File: src/rtl/calc_pkg.sv
// Shared definitions for the calculator round-robin scheduler: opcodes,
// FSM state encoding and the error-opcode classifier.
package calc_pkg;

    localparam logic [3:0] OP_ADD  = 4'd0;
    localparam logic [3:0] OP_SUB  = 4'd1;
    localparam logic [3:0] OP_MUL  = 4'd2;
    localparam logic [3:0] OP_DIV  = 4'd3;
    localparam logic [3:0] OP_MOD  = 4'd4;
    localparam logic [3:0] OP_AND  = 4'd5;
    localparam logic [3:0] OP_OR   = 4'd6;
    localparam logic [3:0] OP_XOR  = 4'd7;
    localparam logic [3:0] OP_SHL  = 4'd8;
    localparam logic [3:0] OP_SHR  = 4'd9;
    localparam logic [3:0] OP_LAST = 4'd9;

    typedef enum logic [1:0] {
        IDLE = 2'd0,
        EXEC = 2'd1,
        RESP = 2'd2
    } state_t;

    // Opcodes past OP_LAST are unsupported; DIV/MOD need a nonzero divisor.
    function automatic logic is_err_op(input logic [3:0] op, input logic b_is_zero);
        logic err_v;
        if (op > OP_LAST) begin
            err_v = 1'b1;
        end else if (((op == OP_DIV) || (op == OP_MOD)) && b_is_zero) begin
            err_v = 1'b1;
        end else begin
            err_v = 1'b0;
        end
        return err_v;
    endfunction

endpackage

File: src/rtl/calc_rr_arb2.sv
// Two-way round-robin arbiter: on contention the requester that was not
// served last wins. Purely combinational.
module calc_rr_arb2 (
    input  logic [1:0] valid,
    input  logic       last_grant,
    output logic [1:0] grant,
    output logic       grant_idx
);

    // Pick a winner among the valid requesters.
    always_comb begin
        grant     = 2'b00;
        grant_idx = 1'b0;
        case (valid)
            2'b01: begin
                grant     = 2'b01;
                grant_idx = 1'b0;
            end
            2'b10: begin
                grant     = 2'b10;
                grant_idx = 1'b1;
            end
            2'b11: begin
                grant_idx = ~last_grant;
                grant     = last_grant ? 2'b01 : 2'b10;
            end
            default: begin
                grant     = 2'b00;
                grant_idx = 1'b0;
            end
        endcase
    end

endmodule

File: src/rtl/calc_rr_scheduler.sv
// Shares one external calculator ALU between two requesters with round-robin
// arbitration, a single operation in flight and a registered, flagged result.
module calc_rr_scheduler
    import calc_pkg::*;
#(
    parameter int NBITS = 4,
    parameter int CNT_W = 16
) (
    input  logic               clock,
    input  logic               reset,
    input  logic               req0_valid,
    output logic               req0_ready,
    input  logic [3:0]         req0_op,
    input  logic [NBITS-1:0]   req0_a,
    input  logic [NBITS-1:0]   req0_b,
    input  logic               req1_valid,
    output logic               req1_ready,
    input  logic [3:0]         req1_op,
    input  logic [NBITS-1:0]   req1_a,
    input  logic [NBITS-1:0]   req1_b,
    output logic               rsp0_valid,
    input  logic               rsp0_ready,
    output logic               rsp1_valid,
    input  logic               rsp1_ready,
    output logic [2*NBITS-1:0] rsp_result,
    output logic               rsp_err,
    output logic [3:0]         alu_op,
    output logic [NBITS-1:0]   alu_a,
    output logic [NBITS-1:0]   alu_b,
    input  logic [2*NBITS-1:0] alu_result,
    output logic               busy,
    output logic [CNT_W-1:0]   ops_done
);

    state_t             state_r;
    state_t             state_nxt_s;
    logic               last_grant_r;
    logic               owner_r;
    logic [3:0]         op_r;
    logic [NBITS-1:0]   a_r;
    logic [NBITS-1:0]   b_r;
    logic [2*NBITS-1:0] result_r;
    logic               err_r;
    logic [CNT_W-1:0]   ops_done_r;
    logic [1:0]         grant_s;
    logic               grant_idx_s;
    logic               accept_s;
    logic               rsp_ready_s;

    calc_rr_arb2 u_arb (
        .valid      ({req1_valid, req0_valid}),
        .last_grant (last_grant_r),
        .grant      (grant_s),
        .grant_idx  (grant_idx_s)
    );

    assign accept_s    = (state_r == IDLE) && (grant_s != 2'b00) && !reset;
    assign rsp_ready_s = owner_r ? rsp1_ready : rsp0_ready;

    // State register.
    always_ff @(posedge clock) begin
        if (reset) begin
            state_r <= IDLE;
        end else begin
            state_r <= state_nxt_s;
        end
    end

    // Next-state and request-side handshake.
    always_comb begin
        state_nxt_s = state_r;
        req0_ready  = 1'b0;
        req1_ready  = 1'b0;
        case (state_r)
            IDLE: begin
                if (accept_s) begin
                    req0_ready  = grant_s[0];
                    req1_ready  = grant_s[1];
                    state_nxt_s = EXEC;
                end else begin
                    state_nxt_s = IDLE;
                end
            end
            EXEC: begin
                state_nxt_s = RESP;
            end
            RESP: begin
                if (rsp_ready_s) begin
                    state_nxt_s = IDLE;
                end else begin
                    state_nxt_s = RESP;
                end
            end
            default: begin
                state_nxt_s = IDLE;
            end
        endcase
    end

    // Command latch, result capture, grant history and completion counter.
    always_ff @(posedge clock) begin
        if (reset) begin
            last_grant_r <= 1'b1;
            owner_r      <= 1'b0;
            op_r         <= 4'd0;
            a_r          <= '0;
            b_r          <= '0;
            result_r     <= '0;
            err_r        <= 1'b0;
            ops_done_r   <= '0;
        end else begin
            if (accept_s) begin
                owner_r <= grant_idx_s;
                op_r    <= grant_idx_s ? req1_op : req0_op;
                a_r     <= grant_idx_s ? req1_a : req0_a;
                b_r     <= grant_idx_s ? req1_b : req0_b;
            end
            if (state_r == EXEC) begin
                if (is_err_op(op_r, (b_r == '0))) begin
                    result_r <= '0;
                    err_r    <= 1'b1;
                end else begin
                    result_r <= alu_result;
                    err_r    <= 1'b0;
                end
            end
            if ((state_r == RESP) && rsp_ready_s) begin
                last_grant_r <= owner_r;
                ops_done_r   <= ops_done_r + {{(CNT_W-1){1'b0}}, 1'b1};
            end
        end
    end

    // The ALU sees the latched command, so its inputs hold between operations.
    assign alu_op     = op_r;
    assign alu_a      = a_r;
    assign alu_b      = b_r;
    assign rsp_result = result_r;
    assign rsp_err    = err_r;
    assign rsp0_valid = (state_r == RESP) && !owner_r;
    assign rsp1_valid = (state_r == RESP) && owner_r;
    assign busy       = (state_r != IDLE);
    assign ops_done   = ops_done_r;

endmodule
File: config.mk
export PLATFORM = sky130hd
export DESIGN_NAME = calc_rr_scheduler
export DESIGN_NICKNAME = d
export VERILOG_FILES = /design/src/rtl/calc_pkg.sv /design/src/rtl/calc_rr_arb2.sv /design/src/rtl/calc_rr_scheduler.sv
export SDC_FILE = /design/constraint.sdc
export NUM_CORES = 1
export LEC_CHECK = 0
export CAP_MARGIN = 5
export CORE_UTILIZATION = 30
export CTS_BUF_LIST = sky130_fd_sc_hd__clkbuf_2
export DETAILED_ROUTE_END_ITERATION = 12
export HOLD_SLACK_MARGIN = 0.1
export PLACE_DENSITY = 0.7
export SETUP_SLACK_MARGIN = 0.4
export SYNTH_ARGS = -nofsm -noshare
export SYNTH_HDL_FRONTEND = slang
export SYNTH_SLANG_ARGS = --single-unit
File: constraint.sdc
create_clock -name clock -period 2.38 [get_ports clock]
set_input_delay 0.476 -clock clock [delete_from_list [all_inputs] [get_ports clock]]
set_output_delay 0.476 -clock clock [all_outputs]
set_load 0.05 [all_outputs]
==> results of run 1 <==
[cells by family (layout without fill, tap and decap cells)]
logic type      after synthesis  in the layout
compound gates               43             43
xor+xnor                      8              8
fa+ha+maj                     1              1
buf+inv                      15             98
flops                        41             41
mux                          16             16
simple gates                 84             84
[power groups by stage]
stage | Clock (uW) | Combinational (uW) | Sequential [uW]
finish | 276 | 438 | 758
global route | 323 | 471 | 765
CTS | 294 | 438 | 759
detailed placement | 0 | 463 | 774
global placement | 0 | 461 | 773
floorplan | 0 | 156 | 896
[path summary, 6_finish.rpt]
check	start	to	slack (ns)	cells after the start
max	state_r[0]$_SDFF_PP0_	req1_ready	0.44	3
max reg2reg	ops_done[3]$_SDFFE_PP0P_	ops_done[15]$_SDFFE_PP0P_	0.58	4
min reg2reg	rsp_result[1]$_SDFFE_PP0P_	rsp_result[1]$_SDFFE_PP0P_	0.46	2
min	rsp_result[1]$_SDFFE_PP0P_	rsp_result[1]$_SDFFE_PP0P_	0.46	2
[placed cells by master, fill, tap and decap left out, types with 2 or more instances in the layout]
master	netlist	final
a211oi_1	12	12
a21oi_1	19	18
and3_1	2	2
buf_12	0	2
buf_4	0	10
clkbuf_2	0	7
clkdlybuf4s50_1	0	35
dfxtp_1	41	35
dfxtp_2	0	4
dfxtp_4	0	2
dlygate4sd2_1	0	39
inv_1	3	3
mux2i_1	15	15
nand2_1	21	21
nand2b_1	2	2
nand3_1	4	4
nand4_1	3	3
nor2_1	27	27
nor2b_1	4	4
nor3_1	4	3
nor4_1	3	2
nor4b_1	2	2
o21ai_0	10	10
or3_1	5	5
xnor2_1	8	8
[sequential cells by signal (all words and copies together) (netlist names)]
name and flops:
ops_done 16, alu_op 4, alu_a 4, last_grant_r 1
state_r 2, rsp_err 1, owner_r 1, alu_b 4
rsp_result 8
[repair_timing]
action,CTS,global route
pin swaps,1,2
resized for setup,45,9
setup buffers,0,2
setup endpoints to repair,41,7
hold buffers,0,0
[per-layer routing]
layer / GRT usage, % / vias up / routed length (um)
li1: - / 898 / -
met1: 16.62 / 750 / 1962
met2: 23.28 / 50 / 2006
met3: 4.713 / 8 / 290
met4: 6.545 / 0 / 91
met5: 0 / - / 0
[area by class of cell]
class / count / area, um2
fillers: 580 / 2880
clock buffers: 6 / 30.03
multi-input cells: 152 / 942.2
clock inverters: 1 / 3.754
repair buffers: 88 / 817.0
inverters: 3 / 11.26
well taps: 72 / 90.09
flip-flops and latches: 41 / 833.3
[critical path, stage by stage (launching register included)]
cell and delay, ns:
dfxtp_4 0.40, or2_4 0.28, nor3b_4 0.23, buf_12 0.16
[through the flow]
stage	area (um2)	instances	setup WS, ns
floorplan	1817	208	0.3242
global placement	2718	354	0.1006
detailed placement	2718	354	0.06343
CTS	2706	361	0.2782
global route	2728	363	0.3384
finish	2728	363	0.4445
==> results_dict.tcl, run 1 <==
set metrics [dict create \
    diodes 0 \
    first_pass_iters 4 \
    synth_common_cells "dfxtp_1 (41), nor2_1 (27), nand2_1 (21)" \
    synth.distinct_cells 31 \
    drive_gt1_share_pct 11.68 \
    drv_cap 0 \
    arrival_ns 1.46 \
    power_density_mw_per_mm2 539.5 \
    grt_remaining_overflow 0 \
    syn_area_mm2 0.001784 \
    dr.first_iter.drc_count 66 \
    vias 1706 \
    die_area_mm2 0.006260 \
    clock_latency_ns 0.38 \
    pwr-share-clk_pct 18.8 \
    yosys_warnings 0 \
    ant_nets 0 \
    combPwrFrac_pct 29.8 \
    cts_root_buf "clkbuf_2" \
    hold_path.class "reg -> reg" \
    yosysSeqAreaShare_pct 46.00 \
    yosys.area.top_type_share_pct 46.00 \
    pin_count 80 \
    fin_util_pct 48.64 \
    swShare_pct 34.54 \
    cts_sinks 41 \
    syn_nets 247 \
    final-hold-violation-count 0 \
    drc 0 \
    numCtsBuffers 5 \
    synth_seq_cells 41 \
    wl_per_cell_um 11.99 \
    setup_viol 0 \
    synth_top_family_by_area "simple AND/OR/NAND/NOR gates" \
    finalCritPeriodShare_pct 81.33 \
    port_buffers 79 \
    synth_compound_area_share_pct 14.10 \
    cp.required_ns 1.90 \
    worst_pin_slew_ns 0.5827 \
    p_seq_share_pct 51.5 \
    vias_per_cell 4.700 \
    htreeDepth 2 \
    die_w_um 79.12 \
    peakVddDrop_v 0.0002557 \
    coreArea_mm2 0.005608 \
    async_flop_share_pct 0 \
    tns_ns 0 \
    synthSimpleGateAreaFrac_pct 22.86 \
    whs_ns 0.4622 \
    start_util_pct 31.82 \
    synth_edf_count 0 \
    antenna_found_initial 0 \
    endpoint_kind "primary output" \
    finalCriticalPeriod_ns 1.936 \
    p_int_uw 963.3 \
    place_congestion 0.7342 \
    critical_path_class "reg -> out" \
    synth_fa_ha_area_share_pct 0.7013 \
    critPathLaunchType "flop" \
    final_nets 330 \
    p_switching_uw 508.3 \
    grt_use_total_pct 14.19 \
    routed_wl_mm 4.351 \
    p_leak_uw 0.001139 \
    grt_pass1_wl_mm 6.996 \
    cts.clk_slew.worst_paths_ns 0.19 \
    cp_max_fo 7 \
    synth_mux_area_share_pct 9.046 \
    synth_most_common_cell "dfxtp_1" \
    clockBufferDepth 2 \
    max_freq_mhz 516.7 \
    die_h_um 79.12 \
    syn-instance-count 208 \
    yosysTopAreaCell "dfxtp_1" \
    cts_tree "done" \
    grt_pass1_vias 1612 \
    synth_xor_area_share_pct 3.927 \
    synthFlopType "dfxtp_1" \
    status "finished, final reports clean" \
    rows 27 \
    areaGrowthSynthToFinish_pct 52.88 \
    ys_top_cells_by_area "dfxtp_1 (46%), mux2i_1 (8.4%), nor2_1 (5.7%), a21oi_1 (5.3%), a211oi_1 (5.0%)" \
    fin_worst_skew_ns 0.01878 \
    maxSlewViolCount 0 \
    grt_max_degree 26 \
    avgSynthCellArea_um2 8.578 \
    rsz0062_at_grt "yes" \
    hpwlAfterDp_mm 3.240 \
    total_power_uw 1472 \
    relSlewSlack_pct 61.07 \
]
Note: power is estimated with default switching activity, not from simulation.
==> run 2, diff against run 1 <==
==> constraint.sdc (replaced) <==
create_clock -name clock -period 2.03 [get_ports clock]
set_input_delay 0.406 -clock clock [delete_from_list [all_inputs] [get_ports clock]]
set_output_delay 0.406 -clock clock [all_outputs]
set_load 0.05 [all_outputs]
==> results_dict.tcl, run 2 (synthesized netlist as in run 1, its figures left out) <==
set metrics [dict create \
    status "finished, final reports clean" \
    hpwlAfterDp_mm 3.428 \
    clockBufferDepth 2 \
    relSlewSlack_pct 78.19 \
    first_pass_iters 4 \
    r2r_setup_slack_ns 0.31 \
    total_power_uw 1795 \
    grt_pass1_wl_mm 7.948 \
    use_met3_pct 4.943 \
    rows 27 \
    endpoint_kind "primary output" \
    drive_gt1_share_pct 34.65 \
    drv_cap 0 \
    numCtsBuffers 5 \
    port_buffers 79 \
    grt_remaining_overflow 0 \
    setup_ws_ns 0.1984 \
    p_leak_uw 0.001136 \
    fin_worst_skew_ns 0.01168 \
    areaGrowthSynthToFinish_pct 66.97 \
    grt_pass1_vias 1754 \
    arrival_ns 1.43 \
    drc 0 \
    routed_wl_mm 4.820 \
    htreeDepth 2 \
    vias_per_cell 4.749 \
    setup_viol 0 \
    antenna_found_initial 0 \
    grt_use_total_pct 16.17 \
    coreArea_mm2 0.005608 \
    wl_per_cell_um 12.85 \
    worst_pin_slew_ns 0.3237 \
    max_freq_mhz 546.0 \
    finalCritPeriodShare_pct 90.23 \
    rsz0062_at_grt "yes" \
    die_w_um 79.12 \
    cp.required_ns 1.62 \
    start_util_pct 31.82 \
    largest_register_ffs 16 \
    power_density_mw_per_mm2 602.6 \
    grtUsageMet1_pct 19.42 \
    final-hold-violation-count 0 \
    cts_tree "done" \
    dp_slack_ns -0.1087 \
    cp_max_fo 3 \
    top_usage_layer "met2" \
    cts-hold-fix-buffers 0 \
    layout_common_cells "clkdlybuf4s50_1 (34), dfxtp_1 (29), nor2_1 (25), nand2_1 (21), buf_4 (19)" \
    clock_latency_ns 0.38 \
    cts_sinks 41 \
    die_area_mm2 0.006260 \
    dr.first_iter.drc_count 54 \
    final_nets 341 \
    fin_util_pct 53.12 \
    peakVddDrop_v 0.0003431 \
    whs_ns 0.4691 \
    ant_nets 0 \
    place_congestion 0.7171 \
    critPathLaunchType "flop" \
    pin_count 80 \
    grt_max_degree 25 \
    vias 1781 \
    cts_root_buf "clkbuf_2" \
    finalCriticalPeriod_ns 1.832 \
    layout_commonest_cell "clkdlybuf4s50_1" \
    gr-usage-met2_pct 27.50 \
    critical_path_class "reg -> out" \
    maxSlewViolCount 0 \
    tns_ns 0 \
    hold_path.class "reg -> reg" \
    diodes 0 \
    cts.clk_slew.worst_paths_ns 0.19 \
    die_h_um 79.12 \
]
run 2: metrics by stage:
stage	cell area, um2	std cells
2_1_floorplan	1887	208
3_3_place_gp	2784	357
3_5_place_dp	2784	357
4_1_cts	2957	372
5_1_grt	2979	375
6_report	2979	375
run 2: final timing paths:
kind	from	to	cells after the start
worst min register to register	rsp_result[6]$_SDFFE_PP0P_	rsp_result[6]$_SDFFE_PP0P_	2
worst max register to register	state_r[1]$_SDFF_PP0_	ops_done[9]$_SDFFE_PP0P_	6
worst min-delay path	rsp_result[6]$_SDFFE_PP0P_	rsp_result[6]$_SDFFE_PP0P_	2
worst max-delay path	state_r[1]$_SDFF_PP0_	req1_ready	3
run 2: per-layer routing:
layer | routed length [um] | up-vias
li1 | - | 916
met1 | 2118 | 815
met2 | 2388 | 44
met3 | 254 | 6
met4 | 59 | 0
met5 | 0 | -
run 2: what timing repair did:
action,in CTS,in global routing
pin swaps,5,9
endpoints found under the setup margin,45,53
setup buffers,7,3
gates resized for setup,125,49
run 2: worst max-delay path, stage by stage, from the launching register on:
cell,delay [ns]
dfxtp_4,0.39
or2_4,0.27
nor3b_4,0.21
buf_12,0.16
run 2: power breakdown:
part / switching, uW / internal [uW] / leakage [uW] / total [uW]
clock: 241 / 102 / 0.0000332 / 343
sequential: 34.7 / 847 / 0.000342 / 882
combinational: 339 / 231 / 0.000761 / 570
run 2: area by class of cell:
class	count	area, um2
fillers	543	2629
multi-input cells	152	1047
repair buffers	99	934.6
flip-flops and latches	41	855.8
well taps	72	90.09
clock buffers	8	40.04
inverters	3	11.26
==> run 3, diff against run 2 <==
--- a/config.mk
+++ b/config.mk
@@ -6,6 +6,7 @@
 export NUM_CORES = 1
 export LEC_CHECK = 0
 export CAP_MARGIN = 5
+export CORE_MARGIN = 5
 export CORE_UTILIZATION = 30
 export CTS_BUF_LIST = sky130_fd_sc_hd__clkbuf_2
 export DETAILED_ROUTE_END_ITERATION = 12
==> results_dict.tcl, run 3 (synthesized netlist as in run 1, its figures left out) <==
set metrics [dict create \
    cp_max_fo 3 \
    tns_ns 0 \
    maxSlewViolCount 0 \
    place_congestion 0.7315 \
    top_usage_layer "met2" \
    die_h_um 87.12 \
    die_w_um 87.12 \
    numCtsBuffers 5 \
    grt_remaining_overflow 0 \
    grt_max_degree 25 \
    dp_cells 360 \
    drc 0 \
    antenna_found_initial 0 \
    die_area_mm2 0.007590 \
    first_pass_iters 4 \
    fin_worst_skew_ns 0.01754 \
    htreeDepth 2 \
    port_buffers 79 \
    critPathSlowestCell "dfxtp_4" \
    cts_sinks 41 \
    grt_pass1_vias 1703 \
    use_met3_pct 4.636 \
    cts.clk_slew.worst_paths_ns 0.19 \
    vias_per_cell 4.741 \
    fin_cells 378 \
    ant_nets 0 \
    finalCriticalPeriod_ns 1.864 \
    clock_latency_ns 0.40 \
    dp_slack_ns -0.1358 \
    layout_commonest_cell "clkdlybuf4s50_1" \
    critical_path_class "reg -> out" \
    path_cells "or2_4, nor3b_4, buf_12" \
    hold_path.class "in -> reg" \
    grt_pass1_wl_mm 7.976 \
    peakVddDrop_v 0.0003566 \
    worst_pin_slew_ns 0.3829 \
    hpwlAfterDp_mm 3.719 \
    gr-usage-met2_pct 22.22 \
    rsz0062_at_grt "yes" \
    diodes 0 \
    final_nets 341 \
    cts_root_buf "clkbuf_2" \
    pin_count 80 \
    cts-hold-fix-buffers 0 \
    cp.required_ns 1.62 \
    grt_use_total_pct 13.40 \
    endpoint_kind "primary output" \
    setup_ws_ns 0.1663 \
    cpPeakStageDelay_ns 0.39 \
    drive_gt1_share_pct 33.33 \
    grtUsageMet1_pct 15.94 \
    rows 28 \
    wl_per_cell_um 13.58 \
    dr.first_iter.drc_count 52 \
    areaGrowthSynthToFinish_pct 60.38 \
    vias 1792 \
    p_leak_uw 0.001132 \
    clockBufferDepth 2 \
    layout_common_cells "clkdlybuf4s50_1 (34), dfxtp_1 (29), buf_2 (27), nor2_1 (25), nand2_1 (21)" \
    status "finished, final reports clean" \
    relSlewSlack_pct 74.47 \
    start_util_pct 30.50 \
    drv_cap 0 \
    routed_wl_mm 5.134 \
    power_density_mw_per_mm2 626.9 \
    critPathLaunchType "flop" \
    largest_register_ffs 16 \
    cts_tree "done" \
    max_freq_mhz 536.6 \
    fin_util_pct 48.91 \
    setup_viol 0 \
    final-hold-violation-count 0 \
    coreArea_mm2 0.005851 \
    arrival_ns 1.46 \
    finalCritPeriodShare_pct 91.81 \
]
-- run 3: changes by cell type in the layout (fill, tap and decap cells not counted), sizes merged --
| cell | before | now |
|---|---|---|
| buf | 40 | 52 |
| clkdlybuf4s15 | 18 | 6 |
| clkdlybuf4s18 | 4 | 2 |
| clkbuf | 8 | 10 |
-- run 3: layout make-up --
type	count	area, um2
well taps	75	93.84
clock buffers	8	40.04
inverters	3	11.26
flip-flops and latches	41	858.3
fillers	578	2989
repair buffers	99	852.1
multi-input cells	152	1006
-- run 3: through the flow --
stage | cell area (um2) | hold slack [ns] | power, uW
floorplan | 1887 | 0.4803 | 1247
CTS | 2938 | 0.4370 | 1826
finish | 2861 | 0.4585 | 1794
global placement | 2788 | 0.4441 | 1448
detailed placement | 2788 | 0.4488 | 1455
global route | 2861 | 0.4753 | 1901
-- run 3: path summary, 6_finish.rpt --
kind | from | slack (ns) | cells past startpoint | end
max | state_r[1]$_SDFF_PP0_ | 0.17 | 3 | req1_ready
min | req1_valid | 0.46 | 3 | state_r[0]$_SDFF_PP0_
max reg2reg | state_r[1]$_SDFF_PP0_ | 0.33 | 6 | ops_done[11]$_SDFFE_PP0P_
min reg2reg | rsp_result[7]$_SDFFE_PP0P_ | 0.46 | 2 | rsp_result[7]$_SDFFE_PP0P_
-- run 3: report_power, final --
group | switching, uW | internal [uW] | total (uW)
sequential | 33.2 | 847 | 880
clock | 251 | 102 | 353
combinational | 341 | 220 | 561
-- run 3: layer usage --
| metal | vias up | part of all wire (%) |
|---|---|---|
| li1 | 915 | - |
| met1 | 820 | 42 |
| met2 | 50 | 50 |
| met3 | 7 | 7.1 |
| met4 | 0 | 1.5 |
| met5 | - | 0 |
-- run 3: what timing repair did --
item	4_1_cts	5_1_grt
pin swaps	7	8
setup endpoints to repair	45	60
hold endpoints to repair	0	0
gates resized for setup	133	63
buffers inserted	6	3
cloned	0	1
-- run 3: worst max-delay path: cells and delay by family (launching register included) --
kind	cells	cell delay [ns]
AND/OR/NAND/NOR	2	0.51
flip-flops	1	0.39
buffers and inverters	1	0.17
